===== config.mk =====
export PLATFORM = sky130hd
export DESIGN_NAME = weight_loader
export DESIGN_NICKNAME = d
export VERILOG_FILES = /design/src/rtl/weight_pkg.sv /design/src/rtl/weight_ram.sv /design/src/rtl/weight_loader.sv
export SDC_FILE = /design/constraint.sdc
export NUM_CORES = 1
export LEC_CHECK = 0
export CAP_MARGIN = 0
export CORE_ASPECT_RATIO = 1.5
export CORE_UTILIZATION = 50
export DETAILED_ROUTE_END_ITERATION = 10
export PLACE_DENSITY = 0.68
export SLEW_MARGIN = 20
export SYNTH_ARGS = -nofsm -noshare
export SYNTH_HDL_FRONTEND = slang
export SYNTH_SLANG_ARGS = --single-unit
export TNS_END_PERCENT = 10

===== constraint.sdc =====
create_clock -name clk -period 6.4 [get_ports clk]
set_clock_uncertainty 0.15 [all_clocks]
set_input_delay 1.28 -clock clk [delete_from_list [all_inputs] [get_ports clk]]
set_output_delay 1.28 -clock clk [all_outputs]
set_load 0.1 [all_outputs]

===== src/rtl/weight_pkg.sv =====
// Shared types and elaboration helpers for the runtime weight loader.
package weight_pkg;

    typedef enum logic [1:0] {
        IDLE = 2'd0,
        LOAD = 2'd1,
        DONE = 2'd2
    } loader_state_t;

    // Number of stream beats that make up one stored word.
    function automatic int unsigned beats(input int unsigned data_width,
                                          input int unsigned in_width);
        return data_width / in_width;
    endfunction

    function automatic bit width_ok(input int unsigned data_width,
                                    input int unsigned in_width);
        return (in_width != 0) && ((data_width % in_width) == 0);
    endfunction

endpackage


===== src/rtl/weight_ram.sv =====
// Simple dual-port weight memory: one write port, one registered read port.
module weight_ram #(
    parameter int unsigned DATA_WIDTH = 24,
    parameter int unsigned DEPTH      = 10,
    parameter int unsigned ADDR_WIDTH = 4
) (
    input  logic                  clk,
    input  logic                  rst,
    input  logic                  we,
    input  logic [ADDR_WIDTH-1:0] waddr,
    input  logic [DATA_WIDTH-1:0] wdata,
    input  logic [ADDR_WIDTH-1:0] raddr,
    output logic [DATA_WIDTH-1:0] dout
);

    logic [DATA_WIDTH-1:0] mem [DEPTH];
    logic [DATA_WIDTH-1:0] dout_q;

    // Contents are deliberately not reset so the array maps onto block RAM.
    always_ff @(posedge clk) begin
        if (we) begin
            mem[waddr] <= wdata;
        end
    end

    // Read-first: a same-address write lands after this sample.
    always_ff @(posedge clk) begin
        if (rst) begin
            dout_q <= '0;
        end else begin
            dout_q <= mem[raddr];
        end
    end

    assign dout = dout_q;

endmodule


===== src/rtl/weight_loader.sv =====
// Packs a narrow valid/ready byte stream into words and writes them to
// consecutive weight-memory addresses; independent 1-cycle read port.
module weight_loader
    import weight_pkg::*;
#(
    parameter int unsigned DATA_WIDTH  = 24,
    parameter int unsigned NUM_WEIGHTS = 10,
    parameter int unsigned IN_WIDTH    = 8
) (
    input  logic                               clk,
    input  logic                               rst,
    input  logic                               load_start,
    input  logic                               load_abort,
    input  logic                               s_valid,
    input  logic [IN_WIDTH-1:0]                s_data,
    output logic                               s_ready,
    output logic                               busy,
    output logic                               done,
    output logic [$clog2(NUM_WEIGHTS+1)-1:0]   word_count,
    input  logic [$clog2(NUM_WEIGHTS)-1:0]     addr,
    output logic [DATA_WIDTH-1:0]              dout
);

    localparam int unsigned BEATS = beats(DATA_WIDTH, IN_WIDTH);
    localparam int unsigned BW    = (BEATS > 1) ? $clog2(BEATS) : 1;
    localparam int unsigned AW    = $clog2(NUM_WEIGHTS);
    localparam int unsigned CW    = $clog2(NUM_WEIGHTS + 1);

    if (!width_ok(DATA_WIDTH, IN_WIDTH)) begin : g_width_chk
        $error("weight_loader: DATA_WIDTH must be a multiple of IN_WIDTH");
    end

    loader_state_t         state_q, state_d;
    logic [BW-1:0]         beat_q, beat_d;
    logic [AW-1:0]         waddr_q, waddr_d;
    logic [CW-1:0]         cnt_q, cnt_d;
    logic [DATA_WIDTH-1:0] asm_q, asm_d;
    logic [DATA_WIDTH-1:0] asm_shift_c;
    logic                  we_c;

    always_ff @(posedge clk) begin
        if (rst) begin
            state_q <= IDLE;
            beat_q  <= '0;
            waddr_q <= '0;
            cnt_q   <= '0;
            asm_q   <= '0;
        end else begin
            state_q <= state_d;
            beat_q  <= beat_d;
            waddr_q <= waddr_d;
            cnt_q   <= cnt_d;
            asm_q   <= asm_d;
        end
    end

    // Little-endian packing: each new beat enters at the top and earlier beats
    // shift down, so after BEATS beats the first one sits in the low bits.
    assign asm_shift_c = (asm_q >> IN_WIDTH)
                       | (DATA_WIDTH'(s_data) << (DATA_WIDTH - IN_WIDTH));

    always_comb begin
        state_d = state_q;
        beat_d  = beat_q;
        waddr_d = waddr_q;
        cnt_d   = cnt_q;
        asm_d   = asm_q;
        we_c    = 1'b0;
        unique case (state_q)
            IDLE: begin
                if (load_start) begin
                    state_d = LOAD;
                    beat_d  = '0;
                    waddr_d = '0;
                    cnt_d   = '0;
                    asm_d   = '0;
                end
            end
            LOAD: begin
                if (load_abort) begin
                    state_d = IDLE;
                    beat_d  = '0;
                    asm_d   = '0;
                end else if (s_valid) begin
                    asm_d = asm_shift_c;
                    if (beat_q == BW'(BEATS - 1)) begin
                        we_c    = 1'b1;
                        beat_d  = '0;
                        waddr_d = waddr_q + AW'(1);
                        cnt_d   = cnt_q + CW'(1);
                        if (waddr_q == AW'(NUM_WEIGHTS - 1)) begin
                            state_d = DONE;
                        end
                    end else begin
                        beat_d = beat_q + BW'(1);
                    end
                end
            end
            DONE: begin
                state_d = IDLE;
            end
            default: begin
                state_d = IDLE;
            end
        endcase
    end

    // An abort blocks the beat presented in the same cycle.
    assign s_ready    = (state_q == LOAD) && !load_abort;
    assign busy       = (state_q == LOAD);
    assign done       = (state_q == DONE);
    assign word_count = cnt_q;

    weight_ram #(
        .DATA_WIDTH (DATA_WIDTH),
        .DEPTH      (NUM_WEIGHTS),
        .ADDR_WIDTH (AW)
    ) u_ram (
        .clk   (clk),
        .rst   (rst),
        .we    (we_c),
        .waddr (waddr_q),
        .wdata (asm_shift_c),
        .raddr (addr),
        .dout  (dout)
    );

endmodule


==> impl_metrics.csv, run 1 <==
group,metric,value,unit
synthesis,ys_top_cells_by_count,"edfxtp_1 (240), dfxtp_1 (52), mux4_2 (48)",
worst_setup_path,end_kind,"output pin",
clocking,max-clock-path-buffers,3,
placed_design,hpwl,12900,um
clocking,cts_root_buffer,"clkbuf_16",
pwr,p_leak,3.97,nW
hold_path,min-delay-path-class,"reg2reg",
clocking,clk_latency,520,ps
worst_setup_path,crit_path_start,"load_abort",
timing,final-setup-viol-count,0,
timing,finalHoldViolations,0,
clocking,htreeDepth,1,
timing,period_share,0.633,
route,drc,0,
route,dr.pass1.iters,5,
worst_setup_path,cp_max_fo,24,
job,cap_violations,0,
synthesis,synth_ff_type,"edfxtp_1",
floorplan,design.die.area,0.0222,mm^2
worst_setup_path,slowest_stage,"clkdlybuf4s50_1",
timing,max_freq,247,MHz
pwr,ir_worst_vdd,184,uV
layout,final_nets,641,
clocking,cts_buffers,25,
synthesis,synthArstFlopShare,0,
route,drt_iter0_drc,383,
synthesis,yosysWarningCount,0,
route,ant_nets,0,
placed_design,place.gp.congestion,0.777,
layout,post_route_cells_drive_above_1_share,0.179,
synthesis,synth_nets,593,
layout,regArea,0.00825,mm^2
worst_setup_path,r2r_slack,3800,ps
worst_setup_path,cp_data_arrival_time,2620,ps
layout,multi_input_area,0.00238,mm^2
global_route,grt_usage,0.204,
layout,nFillCells,1555,
route,vias,5377,
clocking,clock_sinks,292,
worst_setup_path,path_depth,4,
global_route,grt_pass1_vias,5665,
synthesis,yosysSeqAreaShare,0.764,
placed_design,port_buffers,47,
floorplan,initial_core_util,0.512,
run_status,outcome,"finished, final reports clean",
synthesis,avgSynthCellArea,18.9,um^2
synthesis,synth_edf_count,240,
layout,antenna_cells,0,
worst_setup_path,crit_end,"s_ready",
global_route,grt_max_degree,55,
floorplan,coreArea,0.0211,mm^2
pwr,power_frac_seq,0.554,
synthesis,yosys.area.top_type,"edfxtp_1",
synthesis,syn_area,0.0108,mm^2
clocking,cts_setup_buffers,0,
worst_setup_path,r2r_cells,5,
synthesis,synth_top_area_share,0.668,
worst_setup_path,required,4970,ps
timing,slew_viol_final,0,
timing,fin_crit,4050,ps
route,drt-vias-per-instance,5.94,
worst_setup_path,path_common_cell,"buf_4",
floorplan,core.rowCount,65,
timing,max_slew_margin,0.324,
synthesis,synth_cells,571,
pwr,p_int,0.00290,W
pwr,p_switching,0.000814,W
worst_setup_path,cp_cell_sequence,"clkdlybuf4s50_1 -> nor3b_4 -> buf_4 -> buf_4",
clocking,cts_tree,"done",
synthesis,synth_seq_cells,292,
pwr,clockPowerShare,0.379,
floorplan,die_x,122,um
layout,postLayoutCoreUtil,0.581,
pwr,p_per_area,303,mW/mm^2
clocking,post_cts_resized,0,
timing,tns,0,ps
worst_setup_path,crit_buf_inv,3,
clocking,cts_hold_buf,0,
timing,rsz0062_at_grt,"false",
worst_setup_path,cp_slowest_stage_delay,500,ps
synthesis,synth_cell_types,37,
global_route,antenna_found_initial,0,
synthesis,synth_area_leaders,"edfxtp_1 (67%), mux4_2 (10%), dfxtp_1 (9.6%), mux2i_1 (2.4%), a211oi_1 (1.7%)",
worst_setup_path,critPathKind,"in2out",
timing,worst_slew_pin_slew,1010,ps
worst_setup_path,crit_family,"buffers and inverters",
global_route,gr-total-overflow,0,
pwr,power_frac_comb,0.066,
clocking,clkTransAtPathRegs,60,ps
synthesis,synth_most_common_cell,"edfxtp_1",
route,wire_per_inst,23.6,um
layout,area_growth,13.5,%
pwr,switching_share,0.219,
global_route,grt_pass1_wl,33000,um
floorplan,die_y,182,um
worst_setup_path,regToRegEndpoint,"u_ram.mem[9][2]$_DFFE_PP_",
floorplan,io_pins,48,
worst_setup_path,r2r-start,"state_q[0]$_SDFFE_PP0P_",
route,drt_wl_total,21400,um
worst_setup_path,start_kind,"primary input",
==> power by group through the flow <==
stage	Combinational, W	Clock, W	Sequential, W
3_3_place_gp	0.000244	0	0.00210
4_1_cts	0.000247	0.00143	0.00206
2_1_floorplan	0.0000992	0	0.00218
3_5_place_dp	0.000247	0	0.00210
6_report	0.000246	0.00141	0.00206
5_1_grt	0.000259	0.00150	0.00206
==> stage by stage <==
| stage | hold WS (ps) | std cells | setup slack (ps) | power (W) | cell area [um^2] |
|---|---|---|---|---|---|
| 6_report | 341 | 905 | 2350 | 0.00371 | 12200 |
| 5_1_grt | 375 | 905 | 2270 | 0.00382 | 12200 |
| 4_1_cts | 344 | 905 | 2360 | 0.00374 | 12200 |
| 3_5_place_dp | 334 | 860 | 2150 | 0.00235 | 11500 |
| 3_3_place_gp | 335 | 860 | 2150 | 0.00234 | 11500 |
| 2_1_floorplan | 303 | 571 | 2390 | 0.00228 | 10800 |
==> worst min-delay path, delay by kind of cell, from the launching register on <==
kind	cells	cell delay, ps
simple gates	1	60
flops	1	330
compound gates	1	60
==> placed cells by master (no fill, tap or decap), drive strengths merged, types with 7 or more instances in the layout <==
cell and count:
a21oi 22, nand3 24, mux4 48, clkbuf 39, a211oi 25, o22ai 24, edfxtp 240, clkdlybuf4s50 42
dfxtp 52, nor2 7, mux2i 26, nand2 26, buf 13
==> worst min path at each step <==
stage | start | end | slack, ps | cells past startpoint
after global placement | beat_q[1]$_SDFFE_PP0P_ | beat_q[1]$_SDFFE_PP0P_ | 330 | 2
after global routing | beat_q[1]$_SDFFE_PP0P_ | beat_q[1]$_SDFFE_PP0P_ | 380 | 2
after detailed placement | beat_q[1]$_SDFFE_PP0P_ | beat_q[1]$_SDFFE_PP0P_ | 330 | 2
after floorplan | beat_q[1]$_SDFFE_PP0P_ | beat_q[1]$_SDFFE_PP0P_ | 300 | 2
after CTS | beat_q[1]$_SDFFE_PP0P_ | beat_q[1]$_SDFFE_PP0P_ | 340 | 2
final | beat_q[1]$_SDFFE_PP0P_ | beat_q[1]$_SDFFE_PP0P_ | 340 | 2
==> logic make-up (layout without fill, tap and decap cells) <==
kind of cell | after synthesis | in the layout | synth area share
muxes | 76 | 76 | 0.126
AOI/OAI and AO/OA | 74 | 74 | 0.0442
DFF | 292 | 292 | 0.764
buffers and inverters | 38 | 104 | 0.0168
and+or+nand+nor | 86 | 86 | 0.0423
adders and majority gates | 5 | 5 | 0.00580
==> state kept, by name, summed over array words and instances (netlist names) <==
| register | count |
|---|---|
| u_ram.mem | 240 |
| u_ram.dout | 24 |
| asm_q | 16 |
| waddr_q | 4 |
| word_count | 4 |
| beat_q | 2 |
| state_q | 2 |
==> layout make-up <==
class	count	area share
clock buffers	39	0.0586
clock inverters	6	0.00296
inverters	4	0.00123
multi-input cells	241	0.195
flip-flops and latches	292	0.674
well taps	268	0.0274
repair buffers	55	0.0417
==> layer usage <==
metal / GRT usage / routed length [um] / vias up
met3: 0.0374 / 1430 / 35
li1: - / - / 2393
met5: 0 / 0 / -
met4: 0.0543 / 413 / 0
met2: 0.332 / 10800 / 180
met1: 0.283 / 8720 / 2769
Power figures use the tool's default switching activity.
==> inputs of run 2 (changes only) <==
clock period = 4 ns   (was 6.4 ns; I/O delays follow)
==> run 2 against run 1 <==
Sequential share of layout area fell by 0.93 points; final area rose by 1.4%; clock power rose by 69%; worst hold slack improved by 1.6 ps; register-to-register slack got worse by 2000 ps; global-route usage fell by 0.31 points; via count fell by 0.80%; core utilization rose by 0.81 points; sequential cell count did not move.
==> impl_metrics.csv, run 2 (synthesized netlist as in run 1, its figures left out) <==
group,metric,value,unit
run_status,outcome,"finished, final reports clean",
hold_path,min-delay-path-class,"reg2reg",
global_route,grt_pass1_wl,33000,um
clocking,cts_root_buffer,"clkbuf_16",
clocking,cts_hold_buf,0,
placed_design,hpwl,12400,um
worst_setup_path,cp_slowest_stage_delay,1140,ps
floorplan,core.rowCount,65,
route,drt_wl_total,21000,um
floorplan,io_pins,48,
worst_setup_path,end_kind,"output pin",
route,drt-vias-per-instance,5.82,
timing,max_slew_margin,0.341,
layout,layout_common_cells,"edfxtp_1 (240), dfxtp_1 (52), mux4_2 (48)",
timing,worst_slew_pin_slew,986,ps
timing,finalHoldViolations,0,
global_route,met1_usage,0.242,
floorplan,die_y,182,um
clocking,cts_setup_buffers,0,
global_route,grt_usage,0.201,
layout,nFillCells,1509,
route,ant_nets,0,
clocking,clock_sinks,292,
worst_setup_path,start_kind,"register",
timing,period_share,0.830,
timing,fin_crit,3320,ps
pwr,p_leak,4.07,nW
layout,final_common_cell,"edfxtp_1",
route,dr.pass1.iters,4,
route,drc,0,
worst_setup_path,crit_buf_inv,1,
job,cap_violations,0,
clocking,cts_tree,"done",
floorplan,design.die.area,0.0222,mm^2
clocking,post_cts_resized,0,
clocking,htreeDepth,1,
global_route,grt_max_degree,41,
worst_setup_path,cp_max_fo,7,
placed_design,place.gp.congestion,0.752,
pwr,p_per_area,489,mW/mm^2
layout,largest_reg_flops,240,
floorplan,initial_core_util,0.512,
route,wire_per_inst,22.9,um
global_route,gr-total-overflow,0,
worst_setup_path,cp_data_arrival_time,2370,ps
layout,final_nets,652,
worst_setup_path,crit_family,"buffers and inverters",
clocking,clk_latency,520,ps
worst_setup_path,slowest_stage,"clkdlybuf4s50_1",
worst_setup_path,r2r_slack,1800,ps
timing,max_freq,301,MHz
route,vias,5334,
global_route,grt_use_met2,0.360,
pwr,ir_worst_vdd,365,uV
global_route,grt_pass1_vias,5806,
timing,rsz0062_at_grt,"false",
layout,antenna_cells,0,
placed_design,port_buffers,47,
layout,post_route_cells_drive_above_1_share,0.186,
layout,regMostFlops,"u_ram.mem",
clocking,clkTransAtPathRegs,60,ps
layout,multi_input_area,0.00237,mm^2
timing,whs,342,ps
global_route,antenna_found_initial,0,
global_route,grt_use_met3,0.0273,
layout,area_growth,15.1,%
clocking,max-clock-path-buffers,3,
worst_setup_path,cp_cell_sequence,"nor2b_1 -> clkdlybuf4s50_1",
timing,tns,0,ps
timing,final-setup-viol-count,0,
layout,postLayoutCoreUtil,0.589,
global_route,grt_busiest_layer,"met2",
clocking,cts_buffers,26,
route,drt_iter0_drc,530,
worst_setup_path,critPathKind,"reg2out",
floorplan,die_x,122,um
worst_setup_path,required,3050,ps
floorplan,coreArea,0.0211,mm^2
layout,regArea,0.00825,mm^2
timing,slew_viol_final,0,
-- run 2: cell count changes in the layout (fill, tap and decap cells not counted), moves of 4 or more --
cell	delta
and3_2	-4
clkinv_1	+4
clkbuf_1	-7
buf_4	+7
and3_1	+4
-- run 2: through the flow --
| stage | setup WS, ps | std cells | total power (W) | area, um^2 |
|---|---|---|---|---|
| 3_5_place_dp | 919 | 870 | 0.00376 | 11600 |
| 2_1_floorplan | 953 | 571 | 0.00365 | 10800 |
| 4_1_cts | 692 | 917 | 0.00612 | 12400 |
| 3_3_place_gp | 1030 | 870 | 0.00375 | 11600 |
| 6_report | 682 | 917 | 0.00607 | 12400 |
| 5_1_grt | 605 | 917 | 0.00626 | 12400 |
-- run 2: path summary, 6_finish.rpt --
check,startpoint,end,cells past startpoint
max,state_q[1]$_SDFFE_PP0P_,done,2
max reg2reg,beat_q[0]$_SDFFE_PP0P_,u_ram.mem[3][17]$_DFFE_PP_,5
min,beat_q[1]$_SDFFE_PP0P_,beat_q[1]$_SDFFE_PP0P_,2
min reg2reg,beat_q[1]$_SDFFE_PP0P_,beat_q[1]$_SDFFE_PP0P_,2
-- run 2: power by group --
group          internal (W)  leakage, nW  switching [W]  total (W)
Sequential          0.00328         2.64      0.0000123    0.00329
Combinational      0.000127         1.02       0.000269   0.000396
Clock               0.00135        0.410        0.00104    0.00238
-- run 2: routing by layer --
metal	up-vias	wire length, um	part of all wire
li1	2413	-	-
met1	2724	7660	0.37
met2	154	11500	0.55
met3	43	1180	0.056
met4	0	616	0.029
met5	-	0	0
-- run 2: layout make-up --
| class | count | area share |
|---|---|---|
| sequential | 292 | 0.664 |
| multi-input combinational | 241 | 0.191 |
| clock buffer | 33 | 0.0586 |
| timing repair buffer | 65 | 0.0502 |
| tap | 268 | 0.0270 |
| clock inverter | 14 | 0.00776 |
| inverter | 4 | 0.00121 |
-- run 2: worst min-delay path, stage by stage (launching register included) --
cell and delay (ps):
dfxtp_1 330, nand2_1 60, a21oi_1 50
==> inputs of run 3 (changes only) <==
clock period = 3.34 ns   (was 4 ns; I/O delays follow)
==> run 3 against run 2 <==
Sequential share of layout area rose by 0.28 points; die area did not move; routed wire length fell by 1.4%; combinational power rose by 15%; highest routed layer unchanged.
==> impl_metrics.csv, run 3 (synthesized netlist as in run 1, its figures left out) <==
group,metric,value,unit
run_status,outcome,"finished, final reports clean",
clocking,cts_setup_buffers,0,
placed_design,placed_cells,873,
timing,max_freq,364,MHz
route,drc,0,
placed_design,place.gp.congestion,0.769,
route,drt-vias-per-instance,5.86,
worst_setup_path,cp_max_fo,23,
layout,postLayoutCoreUtil,0.587,
global_route,gr-total-overflow,0,
hold_path,whs_path_depth,2,
route,drt_wl_total,20700,um
layout,antenna_cells,0,
global_route,grt_max_degree,34,
route,top_layer,"met4",
timing,setup_slack,592,ps
layout,final_common_cell,"edfxtp_1",
layout,multi_input_area,0.00237,mm^2
layout,fin_cells,918,
hold_path,hold_start,"beat_q[1]$_SDFFE_PP0P_",
worst_setup_path,r2r_slack,1180,ps
pwr,p_leak,4.11,nW
layout,post_route_cells_drive_above_1_share,0.231,
worst_setup_path,crit_path_start,"load_abort",
timing,worst_slew_pin_slew,753,ps
layout,area_growth,14.6,%
route,ant_nets,0,
clocking,htreeDepth,1,
timing,whs,347,ps
worst_setup_path,start_kind,"primary input",
pwr,p_per_area,591,mW/mm^2
worst_setup_path,cp_data_arrival_time,1930,ps
placed_design,hpwl,12500,um
layout,regArea,0.00825,mm^2
route,wirelength_met1,8140,um
worst_setup_path,r2r_cells,5,
clocking,clock_sinks,292,
layout,nFillCells,1540,
pwr,p_int,0.00578,W
clocking,cts_tree,"done",
timing,slew_viol_final,0,
pwr,power_frac_seq,0.539,
route,dr.pass1.iters,7,
floorplan,core.rowCount,65,
timing,final-setup-viol-count,0,
pwr,switching_share,0.210,
worst_setup_path,critPathKind,"in2out",
global_route,grt_usage,0.194,
worst_setup_path,required,2520,ps
route,wire_per_inst,22.5,um
clocking,clkTransAtPathRegs,60,ps
floorplan,die_y,182,um
floorplan,initial_core_util,0.512,
worst_setup_path,end_kind,"output pin",
global_route,antenna_found_initial,0,
worst_setup_path,regToRegEndpoint,"u_ram.mem[1][9]$_DFFE_PP_",
layout,layout_common_cells,"edfxtp_1 (240), dfxtp_1 (52), buf_4 (50)",
timing,max_slew_margin,0.496,
floorplan,die_x,122,um
clocking,cts_buffers,25,
timing,fin_crit,2750,ps
timing,rsz0062_at_grt,"false",
clocking,clk_latency,510,ps
worst_setup_path,cp_slowest_stage_delay,490,ps
pwr,p_switching,0.00153,W
placed_design,port_buffers,47,
layout,regMostFlops,"u_ram.mem",
route,vias,5378,
hold_path,min-delay-path-class,"reg2reg",
route,route.met3.wl,809,um
floorplan,io_pins,48,
global_route,grt_pass1_vias,5540,
worst_setup_path,cp_cell_sequence,"clkdlybuf4s50_1 -> nor3b_4 -> buf_4 -> buf_12",
timing,tns,0,ps
clocking,cts_hold_buf,0,
floorplan,coreArea,0.0211,mm^2
layout,largest_reg_flops,240,
pwr,ir_worst_vdd,411,uV
job,cap_violations,0,
clocking,max-clock-path-buffers,3,
pwr,power_frac_comb,0.062,
hold_path,hold_end,"beat_q[1]$_SDFFE_PP0P_",
floorplan,design.die.area,0.0222,mm^2
clocking,post_cts_resized,0,
route,drt_iter0_drc,367,
placed_design,pre_cts_ws,380,ps
route,route.met2.wl,11400,um
timing,finalHoldViolations,0,
worst_setup_path,slowest_stage,"clkdlybuf4s50_1",
timing,period_share,0.823,
worst_setup_path,r2r-start,"beat_q[0]$_SDFFE_PP0P_",
pwr,clockPowerShare,0.398,
layout,final_nets,654,
clocking,cts_root_buffer,"clkbuf_16",
global_route,grt_pass1_wl,31900,um
run 3: cell types whose count changed in the layout (fill, tap and decap cells not counted), sizes merged:
| cell | change |
|---|---|
| buf | +33 |
| bufinv | +3 |
| clkdlybuf4s50 | -30 |
| clkinv | -5 |
run 3: cell type report:
class,instances,share of cell area
Inverter,4,0.00121
Clock inverter,12,0.0130
Clock buffer,33,0.0538
Tap cell,268,0.0271
Timing Repair Buffer,68,0.0461
Sequential cell,292,0.667
Multi-Input combinational cell,241,0.192
run 3: metal layers:
metal / vias to the layer above / GRT usage
met3: 20 / 0.0264
met1: 2798 / 0.242
met2: 138 / 0.354
li1: 2422 / -
met4: 0 / 0.0459
met5: - / 0
run 3: power by group through the flow:
| stage | Sequential, W | Clock [W] | Combinational, W |
|---|---|---|---|
| after CTS | 0.00394 | 0.00297 | 0.000460 |
| after global routing | 0.00394 | 0.00310 | 0.000477 |
| after floorplan | 0.00417 | 0 | 0.000183 |
| final | 0.00394 | 0.00291 | 0.000455 |
| after global placement | 0.00402 | 0 | 0.000453 |
| after detailed placement | 0.00402 | 0 | 0.000457 |
run 3: worst max-delay path: cells and delay by family:
kind	cells	cell delay, ps
simple gates	1	230
buf+inv	3	1010
run 3: metrics by stage:
step | total power, W | area, um^2
2_1_floorplan | 0.00436 | 10800
3_5_place_dp | 0.00448 | 11500
3_3_place_gp | 0.00447 | 11500
4_1_cts | 0.00737 | 12400
6_report | 0.00731 | 12400
5_1_grt | 0.00752 | 12400
run 3: worst max-delay path by stage:
stage / to / slack (ps) / cells after the start
after floorplan: s_ready / 560 / 2
after global placement: u_ram.dout[11]$_SDFF_PP0_ / 430 / 5
after detailed placement: u_ram.dout[11]$_SDFF_PP0_ / 380 / 5
after CTS: s_ready / 600 / 4
after global routing: s_ready / 540 / 4
final: s_ready / 590 / 4
